File: config.mk
export PLATFORM = sky130hd
export DESIGN_NAME = wb_gpio_arbiter
export DESIGN_NICKNAME = d
export VERILOG_FILES = /design/src/rtl/wb_gpio_arbiter.sv
export SDC_FILE = /design/constraint.sdc
export NUM_CORES = 1
export LEC_CHECK = 0
export CAP_MARGIN = 20
export CORE_AREA = 5 5 93 95
export DETAILED_ROUTE_END_ITERATION = 10
export DIE_AREA = 0 0 98 100
export PLACE_DENSITY_LB_ADDON = 0.05
export SLEW_MARGIN = 20
export SYNTH_ARGS = -nofsm -noshare
export SYNTH_HDL_FRONTEND = slang
export SYNTH_SLANG_ARGS = --single-unit
File: constraint.sdc
create_clock -name wb_clk_i -period 4.7 [get_ports wb_clk_i]
set_input_delay 0.94 -clock wb_clk_i [delete_from_list [all_inputs] [get_ports wb_clk_i]]
set_output_delay 0.94 -clock wb_clk_i [all_outputs]
set_load 0.005 [all_outputs]
File: src/rtl/wb_gpio_arbiter.sv
// Two-master round-robin Wishbone arbiter in front of the GPIO slave; grant held for a whole CYC.
// Optional stall watchdog enabled by defining WB_ARB_TIMEOUT_EN.
module wb_gpio_arbiter #(
   parameter int AW             = 8,
   parameter int DW             = 32,
   parameter int TIMEOUT_CYCLES = 255
) (
   input  logic          wb_clk_i,
   input  logic          wb_rst_ni,
   input  logic          m0_cyc_i,
   input  logic          m0_stb_i,
   input  logic          m0_we_i,
   input  logic [AW-1:0] m0_adr_i,
   input  logic [DW-1:0] m0_dat_i,
   input  logic [3:0]    m0_sel_i,
   output logic [DW-1:0] m0_dat_o,
   output logic          m0_ack_o,
   output logic          m0_err_o,
   input  logic          m1_cyc_i,
   input  logic          m1_stb_i,
   input  logic          m1_we_i,
   input  logic [AW-1:0] m1_adr_i,
   input  logic [DW-1:0] m1_dat_i,
   input  logic [3:0]    m1_sel_i,
   output logic [DW-1:0] m1_dat_o,
   output logic          m1_ack_o,
   output logic          m1_err_o,
   output logic          s_cyc_o,
   output logic          s_stb_o,
   output logic          s_we_o,
   output logic [AW-1:0] s_adr_o,
   output logic [DW-1:0] s_dat_o,
   output logic [3:0]    s_sel_o,
   input  logic [DW-1:0] s_dat_i,
   input  logic          s_ack_i,
   input  logic          s_err_i,
   output logic [1:0]    gnt_o
);

   typedef enum logic [1:0] {IDLE = 2'd0, GNT0 = 2'd1, GNT1 = 2'd2} state_t;

   state_t state_q, state_d;
   logic   last_served_q, last_served_d;
   logic   tmo_hit_s;

   // Grant state and round-robin pointer
   always_ff @(posedge wb_clk_i or negedge wb_rst_ni) begin
      if (!wb_rst_ni) begin
         state_q       <= IDLE;
         last_served_q <= 1'b1;
      end else begin
         state_q       <= state_d;
         last_served_q <= last_served_d;
      end
   end

   // Arbitration: a release always returns to IDLE, so hand-off is never combinational
   always_comb begin
      state_d       = state_q;
      last_served_d = last_served_q;
      case (state_q)
         IDLE: begin
            if (m0_cyc_i && m1_cyc_i) begin
               state_d = last_served_q ? GNT0 : GNT1;
            end else if (m0_cyc_i) begin
               state_d = GNT0;
            end else if (m1_cyc_i) begin
               state_d = GNT1;
            end else begin
               state_d = IDLE;
            end
         end
         GNT0: begin
            if (!m0_cyc_i) begin
               state_d       = IDLE;
               last_served_d = 1'b0;
            end else begin
               state_d = GNT0;
            end
         end
         GNT1: begin
            if (!m1_cyc_i) begin
               state_d       = IDLE;
               last_served_d = 1'b1;
            end else begin
               state_d = GNT1;
            end
         end
         default: begin
            state_d = IDLE;
         end
      endcase
   end

`ifdef WB_ARB_TIMEOUT_EN
   localparam logic [7:0] TMO_LIMIT = 8'(TIMEOUT_CYCLES);

   logic [7:0] tmo_cnt_q, tmo_cnt_d;
   logic       gstb_s;

   // Counts stalled strobe cycles of the granted master
   always_ff @(posedge wb_clk_i or negedge wb_rst_ni) begin
      if (!wb_rst_ni) begin
         tmo_cnt_q <= 8'd0;
      end else begin
         tmo_cnt_q <= tmo_cnt_d;
      end
   end

   // The counter also clears in IDLE, which covers any grant change
   always_comb begin
      tmo_cnt_d = 8'd0;
      gstb_s    = 1'b0;
      case (state_q)
         GNT0:    gstb_s = m0_stb_i;
         GNT1:    gstb_s = m1_stb_i;
         default: gstb_s = 1'b0;
      endcase
      tmo_hit_s = (state_q != IDLE) && (tmo_cnt_q == TMO_LIMIT);
      if (tmo_hit_s) begin
         tmo_cnt_d = 8'd0;
      end else if (gstb_s && !s_ack_i && !s_err_i) begin
         tmo_cnt_d = tmo_cnt_q + 8'd1;
      end else begin
         tmo_cnt_d = 8'd0;
      end
   end
`else
   assign tmo_hit_s = 1'b0;
`endif

   // Slave-side mux and return-path routing; the ungranted master sees zeros
   always_comb begin
      s_cyc_o  = 1'b0;
      s_stb_o  = 1'b0;
      s_we_o   = 1'b0;
      s_adr_o  = '0;
      s_dat_o  = '0;
      s_sel_o  = 4'b0000;
      m0_dat_o = '0;
      m0_ack_o = 1'b0;
      m0_err_o = 1'b0;
      m1_dat_o = '0;
      m1_ack_o = 1'b0;
      m1_err_o = 1'b0;
      case (state_q)
         GNT0: begin
            s_cyc_o  = m0_cyc_i;
            s_stb_o  = m0_stb_i & ~tmo_hit_s;
            s_we_o   = m0_we_i;
            s_adr_o  = m0_adr_i;
            s_dat_o  = m0_dat_i;
            s_sel_o  = m0_sel_i;
            m0_dat_o = s_dat_i;
            m0_ack_o = s_ack_i;
            m0_err_o = s_err_i | tmo_hit_s;
         end
         GNT1: begin
            s_cyc_o  = m1_cyc_i;
            s_stb_o  = m1_stb_i & ~tmo_hit_s;
            s_we_o   = m1_we_i;
            s_adr_o  = m1_adr_i;
            s_dat_o  = m1_dat_i;
            s_sel_o  = m1_sel_i;
            m1_dat_o = s_dat_i;
            m1_ack_o = s_ack_i;
            m1_err_o = s_err_i | tmo_hit_s;
         end
         default: begin
            s_cyc_o = 1'b0;
         end
      endcase
   end

   assign gnt_o = {state_q == GNT1, state_q == GNT0};

endmodule

==> results.md <==
* Result of the run: complete, no violations
* Clock buffer depth at 2
* Total Nets Final at 572
* Share of power burned in the clock network at 5.2%
* Fin cells at 537
* Critical path fanouts, max at 49
* Most used flip-flop cell after synthesis: sky130_fd_sc_hd__dfrtp_1
* Buffers inserted during post-CTS setup optimization at 0
* Xor and xnor fraction of the mapped netlist area at 0%
* Total global-route track usage at 17.0%
* Critical path data required time at 3.76 ns
* Pin count of the biggest net entering global routing at 50
* Synthesized-area fraction occupied by adder cells at 5.26%
* CTS Hold Buffers Added at 0
* Critical Path AT at 2.48 ns
* Top-area cell type share of the netlist area at 29.8%
* Avg Cell Area, Syn at 6.92 um2
* Number of antenna violations at the first check in global routing at 0
* Share of final-layout standard cells stronger than drive strength 1 at 2.07%
* Average vias per placed instance at 4.32
* Die Span X at 98 um
* Minimum clock period after layout at 3.42 ns
* Tightest slew margin relative to the limit at 34.7%
* Period Utilization, post-route at 72.8%
* Routed wire length at 9.20 mm
* Fraction of the mapped netlist area in compound gates at 26.9%
* Ys async rst share at 100%
* Mapped Cells at 206
* Final setup vio count at 0
* Worst Setup Slack post-DPL at 1.47 ns
* Post-synthesis mux area share at 0%
* Number of placement rows at 32
* Number of sinks on the clock net at 3
* Switching power at 552 uW
* Critical path class: reg -> out
* Detailed-placement wirelength estimate at 7.51 mm
* Flop and latch count out of synthesis at 3
* Power density over the cells at 367 nW/um2
* Number of max-cap violations at 0
* Syn_nets at 342
* Max VDD drop at 0.408 mV
* Storage element area at 76.3 um2
* Library cell used as clock root buffer: sky130_fd_sc_hd__clkbuf_8
* Distinct cell type count after synthesis at 19
* Logic pwr share at 91.4%
* Detailed-route via count at 2321
* Total Neg Setup Slack at 0 ns
* Unrepaired setup endpoints after global routing: no
* Cts repair resizes at 0
* Crit start category: flop
* Class of the most critical hold timing path: reg -> reg
* Worst Hold Slack at 0.527 ns
* Worst Setup Slack, final at 1.28 ns
* Transition time at the pin with the least slew margin at 0.979 ns
* Overall overflow remaining after global route at 0
* Clk_lat worst skew at 0.22 ns
* Multi-input logic area at 1210 um2
* Initial cell density of the core at 18.7%
* Core outline area at 7650 um2
* Relative contribution of sequential cells to total power at 3.4%
* Clock tree from TritonCTS: done
* First-pass DRT Iterations at 4
* Post-route clock skew at 0.00370 ns
* Number of fill cells at 736
* Die height at 100 um
* Top cell type by total area after synthesis: sky130_fd_sc_hd__and2_1
* Full die area at 9800 um2
* Sequential share of the synthesized area at 5.35%
* Iter 0 DRT Violations at 80
* Switching power as a share of total power at 38.0%
* Count of final max-slew check failures at 0
* H-Tree Depth at 1
* Layout area overhead at 178%
* Top cells by area, synth: sky130_fd_sc_hd__and2_1 (30%), sky130_fd_sc_hd__a22oi_1 (24%), sky130_fd_sc_hd__nor2b_1 (20%)
* Antenna viol nets, final at 0
* Global-route wire length before repair at 13.4 mm
* Antenna diode count at 0
* Static leakage at 1.39 nW
* Area share of and/or/nand/nor cells after synthesis at 52.6%
* Count of final hold-check violations at 0
* GP Congestion at 0.853
* Internal cell power at 902 uW
* Number of synthesized flops with an enable pin at 0
* Yosys warning total at 0
* Clock-pin transition on the worst setup and hold timing paths at 0.03 ns
* Capturing element type of the critical path: output pin
* Synthesized cell area at 1430 um2
* Highest attainable clock frequency at 292 MHz
* Cells after DPL at 533
* Port bufs at 246
* Main combinational cell family by area after synthesis: simple AND/OR/NAND/NOR gates
* Total DRC errors in the routed layout at 0
* Number of buffers created by CTS at 3
* Number of global-route vias before repair at 2193
* Detailed-route wire length per cell at 17.1 um
* Top-level I/O count at 247
## cell type report
class | instances | share of cell area [%]
Clock buffer | 4 | 1.14
Inverter | 2 | 0.190
Multi-Input combinational cell | 178 | 30.7
Sequential cell | 3 | 1.93
Tap cell | 102 | 3.22
Timing Repair Buffer | 248 | 62.9
## placed cells by master, fill, tap and decap left out, types with 3 or more instances in the layout
| master | instances |
|---|---|
| sky130_fd_sc_hd__a21oi_1 | 3 |
| sky130_fd_sc_hd__and2_1 | 68 |
| sky130_fd_sc_hd__clkdlybuf4s50_1 | 246 |
| sky130_fd_sc_hd__ha_1 | 4 |
| sky130_fd_sc_hd__nor2b_1 | 46 |
| sky130_fd_sc_hd__clkbuf_8 | 3 |
| sky130_fd_sc_hd__a22oi_1 | 46 |
| sky130_fd_sc_hd__nand2_1 | 3 |
## metrics by stage
step | cell area (um2) | power [mW] | utilization (%)
after floorplan | 1430 | 0.688 | -
after global placement | 3920 | 1.41 | 51.2
after detailed placement | 3920 | 1.41 | 51.2
after CTS | 3960 | 1.49 | 51.8
after global routing | 3960 | 1.57 | 51.8
final | 3960 | 1.45 | 51.8
## per-layer routing
layer	track usage (%)	vias up	wire [um]
met5	0	-	0
met1	18.0	1045	3340
met4	2.34	0	79
met2	33.6	111	5030
met3	5.00	6	748
li1	-	1159	-
## kinds of logic after synthesis
| logic type | Yosys count |
|---|---|
| AO/OA/AOI/OAI | 52 |
| adder cells (fa/ha/maj) | 6 |
| buffers and inverters | 25 |
| flip-flops | 3 |
| AND/OR/NAND/NOR | 120 |
## power groups by stage
stage                     clock (mW)  combinational [mW]  sequential, mW
final                         0.0750                1.33          0.0497
after global routing          0.0799                1.44          0.0523
after CTS                     0.0768                1.36          0.0504
after detailed placement           0                1.35          0.0507
after global placement             0                1.36          0.0488
after floorplan                    0               0.641          0.0469
## synthesized netlist by cell type (2+ instances only)
cell type and number:
sky130_fd_sc_hd__dfrtp_1 2, sky130_fd_sc_hd__a21oi_1 3, sky130_fd_sc_hd__a22oi_1 46, sky130_fd_sc_hd__buf_6 4
sky130_fd_sc_hd__buf_4 2, sky130_fd_sc_hd__inv_1 2, sky130_fd_sc_hd__buf_2 7, sky130_fd_sc_hd__clkbuf_1 10
sky130_fd_sc_hd__and2_1 68, sky130_fd_sc_hd__nand2_1 3, sky130_fd_sc_hd__nor2b_1 46, sky130_fd_sc_hd__ha_1 6
## critical path, cell delays in order, from the launching register on
cell and delay [ns]:
sky130_fd_sc_hd__dfrtp_1 0.40, sky130_fd_sc_hd__inv_1 0.12, sky130_fd_sc_hd__ha_2 0.81, sky130_fd_sc_hd__a22oi_1 0.22, sky130_fd_sc_hd__nor2b_1 0.17, sky130_fd_sc_hd__clkdlybuf4s50_1 0.51
## registers in the layout, summed over array words and instances (netlist names)
register / cells
state_q: 2
last_served_q: 1
## path summary, 6_finish.rpt
kind                                      startpoint                   endpoint  slack, ns  cells past startpoint
min reg2reg                last_served_q$_DFFE_PN1P_  last_served_q$_DFFE_PN1P_       0.53                      1
min in group asynchronous                  wb_rst_ni       state_q[0]$_DFF_PN0_       0.92                      1
min                        last_served_q$_DFFE_PN1P_  last_served_q$_DFFE_PN1P_       0.53                      1
max in group asynchronous                  wb_rst_ni  last_served_q$_DFFE_PN1P_       3.55                      1
max                             state_q[0]$_DFF_PN0_                s_dat_o[24]       1.28                      5
max reg2reg                     state_q[1]$_DFF_PN0_  last_served_q$_DFFE_PN1P_       2.84                      5
(Power assumes the default switching activity.)
